File: config.mk
export PLATFORM = sky130hd
export DESIGN_NAME = fp_add_sequencer
export DESIGN_NICKNAME = d
export VERILOG_FILES = /design/src/rtl/fp_pkg.sv /design/src/rtl/fp_shift_counter.sv /design/src/rtl/fp_add_sequencer.sv
export SDC_FILE = /design/constraint.sdc
export NUM_CORES = 1
export LEC_CHECK = 0
export ABC_CLOCK_PERIOD_IN_PS = 6200
export CORE_MARGIN = 1
export CORE_UTILIZATION = 35
export CTS_CLUSTER_DIAMETER = 80
export DETAILED_ROUTE_END_ITERATION = 6
export SYNTH_ARGS = -nofsm -noshare
export SYNTH_HDL_FRONTEND = slang
export SYNTH_SLANG_ARGS = --single-unit
File: constraint.sdc
create_clock -name clk -period 6.2 [get_ports clk]
set_clock_uncertainty 0.2 [all_clocks]
set_input_delay 1.24 -clock clk [delete_from_list [all_inputs] [get_ports clk]]
set_output_delay 1.24 -clock clk [all_outputs]
set_load 0.01 [all_outputs]
File: src/rtl/fp_pkg.sv
// Shared types and sizing helpers for the FP adder control path.
// Widths derive from the mantissa width so every user sizes alike.
package fp_pkg;

    typedef enum logic [5:0] {
        IDLE  = 6'b000001,
        CMP   = 6'b000010,
        ALIGN = 6'b000100,
        ADD   = 6'b001000,
        NORM  = 6'b010000,
        DONE  = 6'b100000
    } seq_state_t;

    // Alignment beyond guard/round/sticky reach is pointless.
    function automatic int shift_sat(input int ment_width);
        return ment_width + 3;
    endfunction

    function automatic int cnt_width(input int ment_width);
        return $clog2(ment_width + 4);
    endfunction

endpackage

File: src/rtl/fp_shift_counter.sv
// Loadable down-counter with zero flag.
// Shared by the align and normalise phases.
module fp_shift_counter
    import fp_pkg::*;
#(
    parameter int WIDTH = 5
) (
    input  logic             clk,
    input  logic             rst,
    input  logic             load,
    input  logic             dec,
    input  logic [WIDTH-1:0] load_val,
    output logic [WIDTH-1:0] count,
    output logic             zero
);

    always_ff @(posedge clk or posedge rst) begin
        if (rst) begin
            count <= '0;
        end else if (load) begin
            count <= load_val;
        end else if (dec && count != '0) begin
            count <= count - 1'b1;
        end
    end

    assign zero = (count == '0);

endmodule

File: src/rtl/fp_add_sequencer.sv
// Control sequencer for a bit-serial FP adder datapath:
// compare, align, add, normalise, then hand off the result.
module fp_add_sequencer
    import fp_pkg::*;
#(
    parameter int MENT_WIDTH = 23,
    parameter int EXPO_WIDTH = 8
) (
    input  logic              clk,
    input  logic              rst,
    input  logic              in_valid,
    output logic              in_ready,
    input  logic [EXPO_WIDTH:0] exp_diff_in,
    input  logic              sum_carry,
    input  logic              sum_msb,
    input  logic              sum_zero,
    input  logic              exp_zero,
    output logic              load_en,
    output logic              swap_sel,
    output logic              align_shift_en,
    output logic              add_en,
    output logic              norm_rshift_en,
    output logic              norm_lshift_en,
    output logic              out_valid,
    input  logic              out_ready
);

    localparam int SAT = shift_sat(MENT_WIDTH);
    localparam int CW  = cnt_width(MENT_WIDTH);
    localparam logic [CW-1:0]         SAT_C    = CW'(SAT);
    localparam logic [CW-1:0]         NORM_MAX = CW'(MENT_WIDTH + 1);
    localparam logic [CW-1:0]         ONE_C    = CW'(1);
    localparam logic [EXPO_WIDTH:0]   SAT_E    = (EXPO_WIDTH + 1)'(SAT);

    seq_state_t state, state_nxt;

    logic                diff_neg;
    logic [EXPO_WIDTH:0] mag;
    logic [CW-1:0]       sat_cnt;
    logic [CW-1:0]       cnt;
    logic [CW-1:0]       cnt_val;
    logic                cnt_zero;
    logic                cnt_load;
    logic                cnt_dec;
    logic                swap_q;
    logic                norm_first;
    logic                do_rsh;
    logic                do_lsh;

    assign diff_neg = exp_diff_in[EXPO_WIDTH];
    assign mag      = diff_neg ? (~exp_diff_in + 1'b1) : exp_diff_in;
    assign sat_cnt  = (mag >= SAT_E) ? SAT_C : mag[CW-1:0];

    // The normalise count starts full, so a full count marks NORM's first cycle.
    assign norm_first = (cnt == NORM_MAX);
    assign do_rsh     = norm_first && sum_carry;
    assign do_lsh     = !do_rsh && !sum_zero && !sum_msb
                        && !exp_zero && !cnt_zero;

    fp_shift_counter #(
        .WIDTH (CW)
    ) u_cnt (
        .clk      (clk),
        .rst      (rst),
        .load     (cnt_load),
        .dec      (cnt_dec),
        .load_val (cnt_val),
        .count    (cnt),
        .zero     (cnt_zero)
    );

    always_ff @(posedge clk or posedge rst) begin
        if (rst) begin
            state <= IDLE;
        end else begin
            state <= state_nxt;
        end
    end

    always_ff @(posedge clk or posedge rst) begin
        if (rst) begin
            swap_q <= 1'b1;
        end else if (state == CMP) begin
            swap_q <= ~diff_neg;
        end else if (state == IDLE) begin
            swap_q <= 1'b1;
        end
    end

    always_comb begin
        state_nxt = state;
        unique case (state)
            IDLE:  if (in_valid) state_nxt = CMP;
            CMP:   state_nxt = (sat_cnt != '0) ? ALIGN : ADD;
            ALIGN: if (cnt == ONE_C || cnt_zero) state_nxt = ADD;
            ADD:   state_nxt = NORM;
            NORM:  if (!do_lsh) state_nxt = DONE;
            DONE:  if (out_ready) state_nxt = IDLE;
            default: state_nxt = IDLE;
        endcase
    end

    always_comb begin
        in_ready       = 1'b0;
        load_en        = 1'b0;
        swap_sel       = swap_q;
        align_shift_en = 1'b0;
        add_en         = 1'b0;
        norm_rshift_en = 1'b0;
        norm_lshift_en = 1'b0;
        out_valid      = 1'b0;
        cnt_load       = 1'b0;
        cnt_dec        = 1'b0;
        cnt_val        = NORM_MAX;
        unique case (state)
            IDLE: begin
                in_ready = 1'b1;
                load_en  = in_valid;
            end
            CMP: begin
                swap_sel = ~diff_neg;
                cnt_load = 1'b1;
                cnt_val  = sat_cnt;
            end
            ALIGN: begin
                align_shift_en = 1'b1;
                cnt_dec        = 1'b1;
            end
            ADD: begin
                add_en   = 1'b1;
                cnt_load = 1'b1;
            end
            NORM: begin
                norm_rshift_en = do_rsh;
                norm_lshift_en = do_lsh;
                cnt_dec        = do_lsh;
            end
            DONE: out_valid = 1'b1;
            default: ;
        endcase
    end

endmodule
==> results of run 1 <==
critical path, delay by kind of cell:
family	cells	cell delay [ns]
simple gates	4	1.25
buf+inv	2	0.87
logic make-up after synthesis:
group	count (synthesis)
AOI/OAI and AO/OA	25
xor gates and xnor gates	5
and+or+nand+nor	63
DFF	12
adders and majority gates	4
buffers and inverters	11
layer usage:
layer  share of wire, %  up-vias  GRT usage (%)
met4                2.3        0           8.71
met5                  0        -              0
met2                 47       28           26.4
met1                 47      474           19.9
li1                   -      495              -
met3                4.3        4           2.53
state kept, by name (all words and copies together) (netlist names):
register	flops
u_cnt.count	5
swap_q	1
state	6
cells in the mapped netlist, types with 3 or more instances:
master / n / area (sq um)
nor2_1: 11 / 41.3
nor3_1: 5 / 25.0
dfrtp_1: 10 / 250
nor4_1: 4 / 25.0
nand4_1: 4 / 25.0
nand2_1: 9 / 33.8
ha_1: 4 / 50.1
nand2b_1: 4 / 25.0
xnor2_1: 3 / 26.3
inv_1: 8 / 30.0
o21ai_0: 3 / 15.0
a21oi_1: 3 / 15.0
where the power goes:
group	leakage (nW)	switching (mW)	internal, mW
logic	0.386	0.114	0.113
clock network	0.0210	0.0293	0.0358
registers	0.146	0.0307	0.108
metrics by stage:
step / instance area (sq um) / util [%] / setup slack, ns / total power, mW
after floorplan: 1050 / - / 2.25 / 0.296
after global placement: 1310 / 46.7 / 1.46 / 0.363
after detailed placement: 1310 / 46.7 / 1.40 / 0.369
after CTS: 1350 / 47.9 / 1.40 / 0.432
after global routing: 1350 / 47.9 / 1.31 / 0.468
final: 1350 / 47.9 / 1.40 / 0.431
area by class of cell:
type | count | area, sq um
Inverter | 8 | 30.0
Multi-Input combinational cell | 97 | 697
Sequential cell | 12 | 303
Fill cell | 288 | 1460
Timing Repair Buffer | 24 | 240
Clock buffer | 4 | 36.3
Tap cell | 31 | 38.8
worst paths after layout:
path | to | startpoint | slack [ns]
max in group asynchronous | state[0]$_DFFE_PP1P_ | rst | 4.40
setup / recovery | load_en | sum_zero | 1.40
hold reg to reg | u_cnt.count[1]$_DFFE_PP0P_ | u_cnt.count[1]$_DFFE_PP0P_ | 0.38
hold / removal | u_cnt.count[1]$_DFFE_PP0P_ | u_cnt.count[1]$_DFFE_PP0P_ | 0.38
setup reg to reg | state[5]$_DFFE_PP0P_ | state[1]$_DFFE_PP0P_ | 3.93
min in group asynchronous | state[1]$_DFFE_PP0P_ | rst | 1.06
layout by cell type (no fill, tap or decap), types with 3 or more instances in the layout:
master,netlist,layout
o21ai_0,3,3
nand2_1,9,9
nor4_1,4,4
clkdlybuf4s50_1,0,24
nor3_1,5,5
clkbuf_4,0,3
a21oi_1,3,3
dfrtp_1,10,10
inv_1,8,8
nand2b_1,4,4
nand4_1,4,4
xnor2_1,3,3
nor2_1,11,11
ha_1,4,4
==> metrics.txt, run 1 <==
status finished with violations; failing checks design-rule violations; Core Area 2810 sq um; leak pwr 0.552 nW; Setup crit end kind output pin; syn_nets about 140; DRC violations left 4; Worst Hold Class flop to flop; final net count 167; Cell Pwr Density 321 nW/um^2; pin count of the biggest net entering global routing 13; Fin Hold WS 0.381 ns; Area growth syn-to-layout 28.0%; Final Hold Viols 0; post-synthesis sequential area ratio just under 30%; port bufs 24; Final ANT Viol Nets 0; post-synthesis cell type count 51; Crit path arrival time 3.36 ns; Period minus WS final 4.80 ns; Slew @ Worst Pin roughly 0.62 ns; largest family of logic cells by synthesized area simple AND/OR/NAND/NOR gates; post-synthesis compound-gate area fraction 19.9%; Critical Path RT 4.76 ns; R2R depth 5; average vias per placed instance approximately 5.7; H-tree levels 1; Top FF cell, synth dfrtp_1; n_diodes 0; FP Rows 19; post_cts resized 0; cell count after placement 172; Synth Area in Simple Gates 37.5%; TritonCTS Sinks 12; Clock Pin Slew Worst Setup and Hold Paths 0.08 ns; mux contribution to synthesized area 0%; die height around 57 um; number of synthesized flops with an enable pin 0; Pre-Repair DR Iteration Count 6; vias in the first global route 922; Final HPWL DP 1920 um; initial core utilization 37.5%; Syn. warnings 0; final setup vio count 0; Total GRT Usage 16.0%; Setup CP Type primary input to output pin; antenna violations before repair 0; crit path max-delay cell type nor4_1; XOR/XNOR Fraction of Synth Area about 4.2%; fin crit share roughly 77%; fmax 208 MHz; cell count after synthesis 120; CTS Root Cell clkbuf_4; latest clock arrival within the worst-skew pair 0.28 ns; Die Width 56.8 um; TritonCTS Buffers 3; via count 1001; Die ar. about 3200 sq um; delay of the slowest critical-path stage about 0.5 ns; CTS tree done; Post-CTS Setup Inserts 0; max-slew violations 0; layout cells sized above 1 13.8%; Adder-Cell Fraction of Synth Area 4.76%; I/O Pins 25; synthesized area between 1000 and 1500 sq um; CP max FO 5; hold_buf cts 0; Post-synth ARST share 100%; GRT overflow 0; CP startpoint kind primary input; syn_area_per_cell 8.76 sq um; Seq cells post-synth 12; Routability Congestion 0.766; max-cap violation count 0; max_slew headroom approximately 58%; Fin Setup TNS 0 ns; RSZ-0062 raised after global routing false; non-filler instance count after layout 176; DR WL/cell about 13 um; worst hold stages 1; worst vdd ir 0.0922 mV; clk buf depth 2; first-pass GRT wire length 4000 um; Routed Wire Length 2350 um; CP Cell Sequence clkdlybuf4s50_1, or3_1, nor4_1, or3_1, nor2_1, clkdlybuf4s50_1; DR iter-0 viols 48
Note: power is estimated with default switching activity, not from simulation.
==> run 2, diff against run 1 <==
Settings changed: ABC_CLOCK_PERIOD_IN_PS 6200 to 4300.
Clock period 6.2 ns to 4.3 ns, I/O delays scaled along.
==> run 2 against run 1 <==
Compared with the run above: the run still ends with design-rule violations left; critical path depth did not move; sequential share of layout area fell by 0.12 points; sequential cell count did not move; register-to-register slack got worse by 1.8 ns; wire length fell by 3.4%; largest cell class unchanged; cell count rose by 0.57%; count of clock-buffer cells in the layout did not move; final area rose by 0.56%; non-clock buffer count rose by 1.
==> metrics.txt, run 2 (same netlist as run 1, synthesis figures left out) <==
status finished with violations; failing checks design-rule violations; WP depth 6; final setup vio count 0; most frequent cells in the layout clkdlybuf4s50_1 (24), nor2_1 (11), dfrtp_1 (10); H-tree levels 1; Crit path arrival time 2.89 ns; layout cells sized above 1 14.4%; Critical Path RT 3.24 ns; clk buf depth 2; hold_buf cts 0; GRT overflow 0; Setup crit end kind output pin; Fin Hold WS 0.364 ns; port bufs 24; max_slew headroom 61.6%; Reg area slightly above 300 sq um; max reg flops 6; n_diodes 0; Cell Pwr Density 453 nW/um^2; max-slew violations 0; CP startpoint kind primary input; pin count of the biggest net entering global routing 13; CTS Root Cell clkbuf_4; commonest non-fill, non-tap cell in the layout clkdlybuf4s50_1; Setup CP Type primary input to output pin; fin crit share between 90% and 100%; via count 972; TritonCTS Sinks 12; Regs by FF count state (6), u_cnt.count (5), swap_q (1); Final Hold Viols 0; Post-CTS Setup Inserts 0; DRC violations left 4; Core Area ~2800 sq um; Slew @ Worst Pin about 0.57 ns; Routed Wire Length 2270 um; average vias per placed instance between 5 and 6; RSZ-0062 raised after global routing false; Die Width 56.8 um; CTS tree done; CP Buf/Inv Count 2; DR WL/cell 12.8 um; post_cts resized 0; latest clock arrival within the worst-skew pair 0.27 ns; die height 56.8 um; TritonCTS Buffers 3; CP max FO 5; critical path's top delay family simple AND/OR/NAND/NOR gates; Final HPWL DP 1900 um; R2R Setup Slk 2.09 ns; FP Rows 19; Top reg by flops state; worst vdd ir about 0.19 mV; Period minus WS final 3.95 ns; R2R depth 7; Area growth syn-to-layout 28.7%; Fin Setup TNS 0 ns; worst hold stages 1; I/O Pins 25; final net count 168; Worst Hold Class flop to flop; cell count after placement around 170; Routability Congestion 0.768; vias in the first global route approximately 940; fill cell count roughly 300; Clock Pin Slew Worst Setup and Hold Paths 0.07 ns; first-pass GRT wire length 3810 um; delay of the slowest critical-path stage 0.48 ns; leak pwr 0.558 nW; DR iter-0 viols 27; Final ANT Viol Nets 0; Multi-input gate area 697 sq um; CP Cell Sequence clkdlybuf4s50_1, or3_1, nor4_1, or3_1, nor2_1, clkdlybuf4s50_1; initial core utilization 37.5%; non-filler instance count after layout ~180; Die ar. between 3000 and 4000 sq um; antenna violations before repair 0; fmax 253 MHz; Pre-Repair DR Iteration Count 6; Total GRT Usage between 10% and 20%; max-cap violation count 0; crit path max-delay cell type clkdlybuf4s50_1
[run 2: final cells by class]
class	count	area share, %
well taps	31	2.87
flip-flops and latches	12	22.4
inverters	8	2.22
clock buffers	4	2.68
repair buffers	25	18.3
multi-input cells	97	51.5
[run 2: worst paths after layout]
kind / start / endpoint
max in group asynchronous: rst / state[0]$_DFFE_PP1P_
max reg2reg: u_cnt.count[0]$_DFFE_PP0P_ / u_cnt.count[4]$_DFFE_PP0P_
min reg2reg: u_cnt.count[1]$_DFFE_PP0P_ / u_cnt.count[1]$_DFFE_PP0P_
min in group asynchronous: rst / state[1]$_DFFE_PP0P_
max: sum_zero / load_en
min: u_cnt.count[1]$_DFFE_PP0P_ / u_cnt.count[1]$_DFFE_PP0P_
[run 2: metrics by stage]
stage | area (sq um) | setup WS, ns | utilization, % | total power [mW]
detailed placement | 1320 | 0.359 | 46.9 | 0.530
floorplan | 1050 | 1.11 | - | 0.426
global placement | 1320 | 0.384 | 46.9 | 0.524
finish | 1350 | 0.353 | 48.2 | 0.613
global route | 1350 | 0.282 | 48.2 | 0.667
CTS | 1350 | 0.358 | 48.2 | 0.620
[run 2: power breakdown]
part	internal (mW)	leakage (nW)	switching, mW
registers	0.156	0.146	0.0444
clock network	0.0515	0.0210	0.0377
logic	0.164	0.391	0.160
total	0.371	0.558	0.242
[run 2: per-layer routing]
metal	up-vias	wire, um	GRT usage [%]
met1	443	1060	17.9
met5	-	0	0
met4	0	43	8.01
met2	24	1050	25.9
met3	4	114	3.00
li1	501	-	-
==> run 3, diff against run 2 <==
--- a/config.mk
+++ b/config.mk
@@ -7,8 +7,10 @@
 export LEC_CHECK = 0
 export ABC_CLOCK_PERIOD_IN_PS = 4300
+export CORE_ASPECT_RATIO = 1.5
 export CORE_MARGIN = 1
 export CORE_UTILIZATION = 35
 export CTS_CLUSTER_DIAMETER = 80
 export DETAILED_ROUTE_END_ITERATION = 6
+export SETUP_SLACK_MARGIN = 0.1
 export SYNTH_ARGS = -nofsm -noshare
 export SYNTH_HDL_FRONTEND = slang
==> constraint.sdc (replaced) <==
create_clock -name clk -period 4.3 [get_ports clk]
set_clock_uncertainty 0.2 [all_clocks]
set_input_delay 0.86 -clock clk [delete_from_list [all_inputs] [get_ports clk]]
set_output_delay 0.86 -clock clk [all_outputs]
set_load 0.02 [all_outputs]
==> run 3 against run 2 <==
Compared with the run above: the run now ends clean; global-route usage rose by 1.8 points; core utilization is 0.30 points lower; critical path depth rose by 2; cell count is 4.5% higher; fmax shrank 1.6%; power up 9.2%; via count grew 5.0%; combinational power up 6%; highest routed layer unchanged; die area is 0.13% higher; sequential power about the same; sequential share of layout area fell by 0.47 points.
==> metrics.txt, run 3 (same netlist as run 1, synthesis figures left out) <==
Final Hold Viols 0; Pre-Repair DR Iteration Count 4; Clock Pin Slew Worst Setup and Hold Paths 0.05 ns; Routed Wire Length 2470 um; Die Width 46.7 um; Multi-input gate area ~700 sq um; Area growth syn-to-layout 31.4%; Final ANT Viol Nets 0; status finished clean; DR WL/cell ~13 um; Core Area 2880 sq um; antenna violations before repair 0; met1 WL 954 um; commonest non-fill, non-tap cell in the layout clkdlybuf4s50_1; Cell Pwr Density 485 nW/um^2; GRT overflow 0; FP Rows 24; first-pass GRT wire length 4070 um; Reg area 303 sq um; TritonCTS Sinks 12; layout cells sized above 1 14.4%; Setup crit end kind output pin; initial core utilization 36.5%; via count 1021; Fin Setup TNS 0 ns; Top reg by flops state; start point of the critical path sum_carry; H-tree levels 1; Critical Path RT 3.24 ns; post_cts resized 0; Fin Hold WS 0.352 ns; Top Layer Used met4; vias in the first global route 996; pin count of the biggest net entering global routing 13; max_slew headroom 64.7%; most frequent cells in the layout clkdlybuf4s50_1 (24), nor2_1 (11), dfrtp_1 (10); Crit path arrival time 2.95 ns; die height 69.1 um; Routability Congestion 0.831; fmax 249 MHz; TritonCTS Buffers 3; CTS tree done; max-slew violations 0; Period minus WS final about 4.0 ns; CP startpoint kind primary input; Worst Hold Class flop to flop; DRC violations left 0; fill cell count 312; max-cap violation count 0; average vias per placed instance 5.52; Total GRT Usage 17.0%; port bufs 24; Final HPWL DP 2030 um; met3 WL post-DR 84 um; DR iter-0 viols 15; final net count 168; leak pwr about 0.57 nW; max reg flops 6; CTS Root Cell clkbuf_8; wire length on met2 1380 um; final core occ 47.9%; clk buf depth 2; latest clock arrival within the worst-skew pair 0.24 ns; final setup vio count 0; Regs by FF count state (6), u_cnt.count (5), swap_q (1); I/O Pins 25; hold_buf cts 0; worst vdd ir around 0.17 mV; Die ar. 3230 sq um; Post-CTS Setup Inserts 0; reg2reg start u_cnt.count[0]$_DFFE_PP0P_; fin crit share 93.3%; HP Start u_cnt.count[1]$_DFFE_PP0P_; RSZ-0062 raised after global routing false; Setup CP Type primary input to output pin; n_diodes 0; Slew @ Worst Pin 0.522 ns; CP max FO 5
==> run 3: final cells by class <==
cell class              instances  share of cell area [%]
inverters                       8                    2.17
flip-flops and latches         12                    21.9
multi-input cells              97                    50.5
repair buffers                 25                    17.9
clock buffers                   4                    3.99
well taps                      39                    3.53
==> run 3: worst paths after layout <==
check / cells after the start / slack, ns / endpoint
hold reg to reg: 1 / 0.35 / u_cnt.count[1]$_DFFE_PP0P_
hold / removal: 1 / 0.35 / u_cnt.count[1]$_DFFE_PP0P_
max in group asynchronous: 2 / 2.83 / state[0]$_DFFE_PP1P_
min in group asynchronous: 2 / 0.73 / state[1]$_DFFE_PP0P_
setup / recovery: 8 / 0.29 / load_en
setup reg to reg: 7 / 2.09 / u_cnt.count[4]$_DFFE_PP0P_
==> run 3: power breakdown <==
part           internal, mW  switching (mW)
logic                 0.164           0.180
registers             0.156          0.0456
clock network        0.0810          0.0433
==> run 3: worst max-delay path: stages <==
cell and delay (ns):
clkdlybuf4s50_1 0.46, nand4_1 0.14, nor2_1 0.12, nor4_1 0.06
buf_4 0.14, or3_1 0.45, nor2_1 0.12, clkdlybuf4s50_1 0.61
==> run 3: per-layer routing <==
layer  up-vias  track usage [%]
met3         5             1.57
met4         0             9.21
met1       481             18.0
met2        33             30.1
met5         -                0
li1        502                -
==> run 3: stage by stage <==
step | total power, mW | area, sq um | setup slack, ns | instances
final | 0.670 | 1380 | 0.289 | 185
after global routing | 0.723 | 1380 | 0.163 | 185
after CTS | 0.674 | 1380 | 0.268 | 185
after detailed placement | 0.547 | 1330 | 0.274 | 181
after global placement | 0.541 | 1330 | 0.291 | 181
after floorplan | 0.442 | 1050 | 0.771 | 120
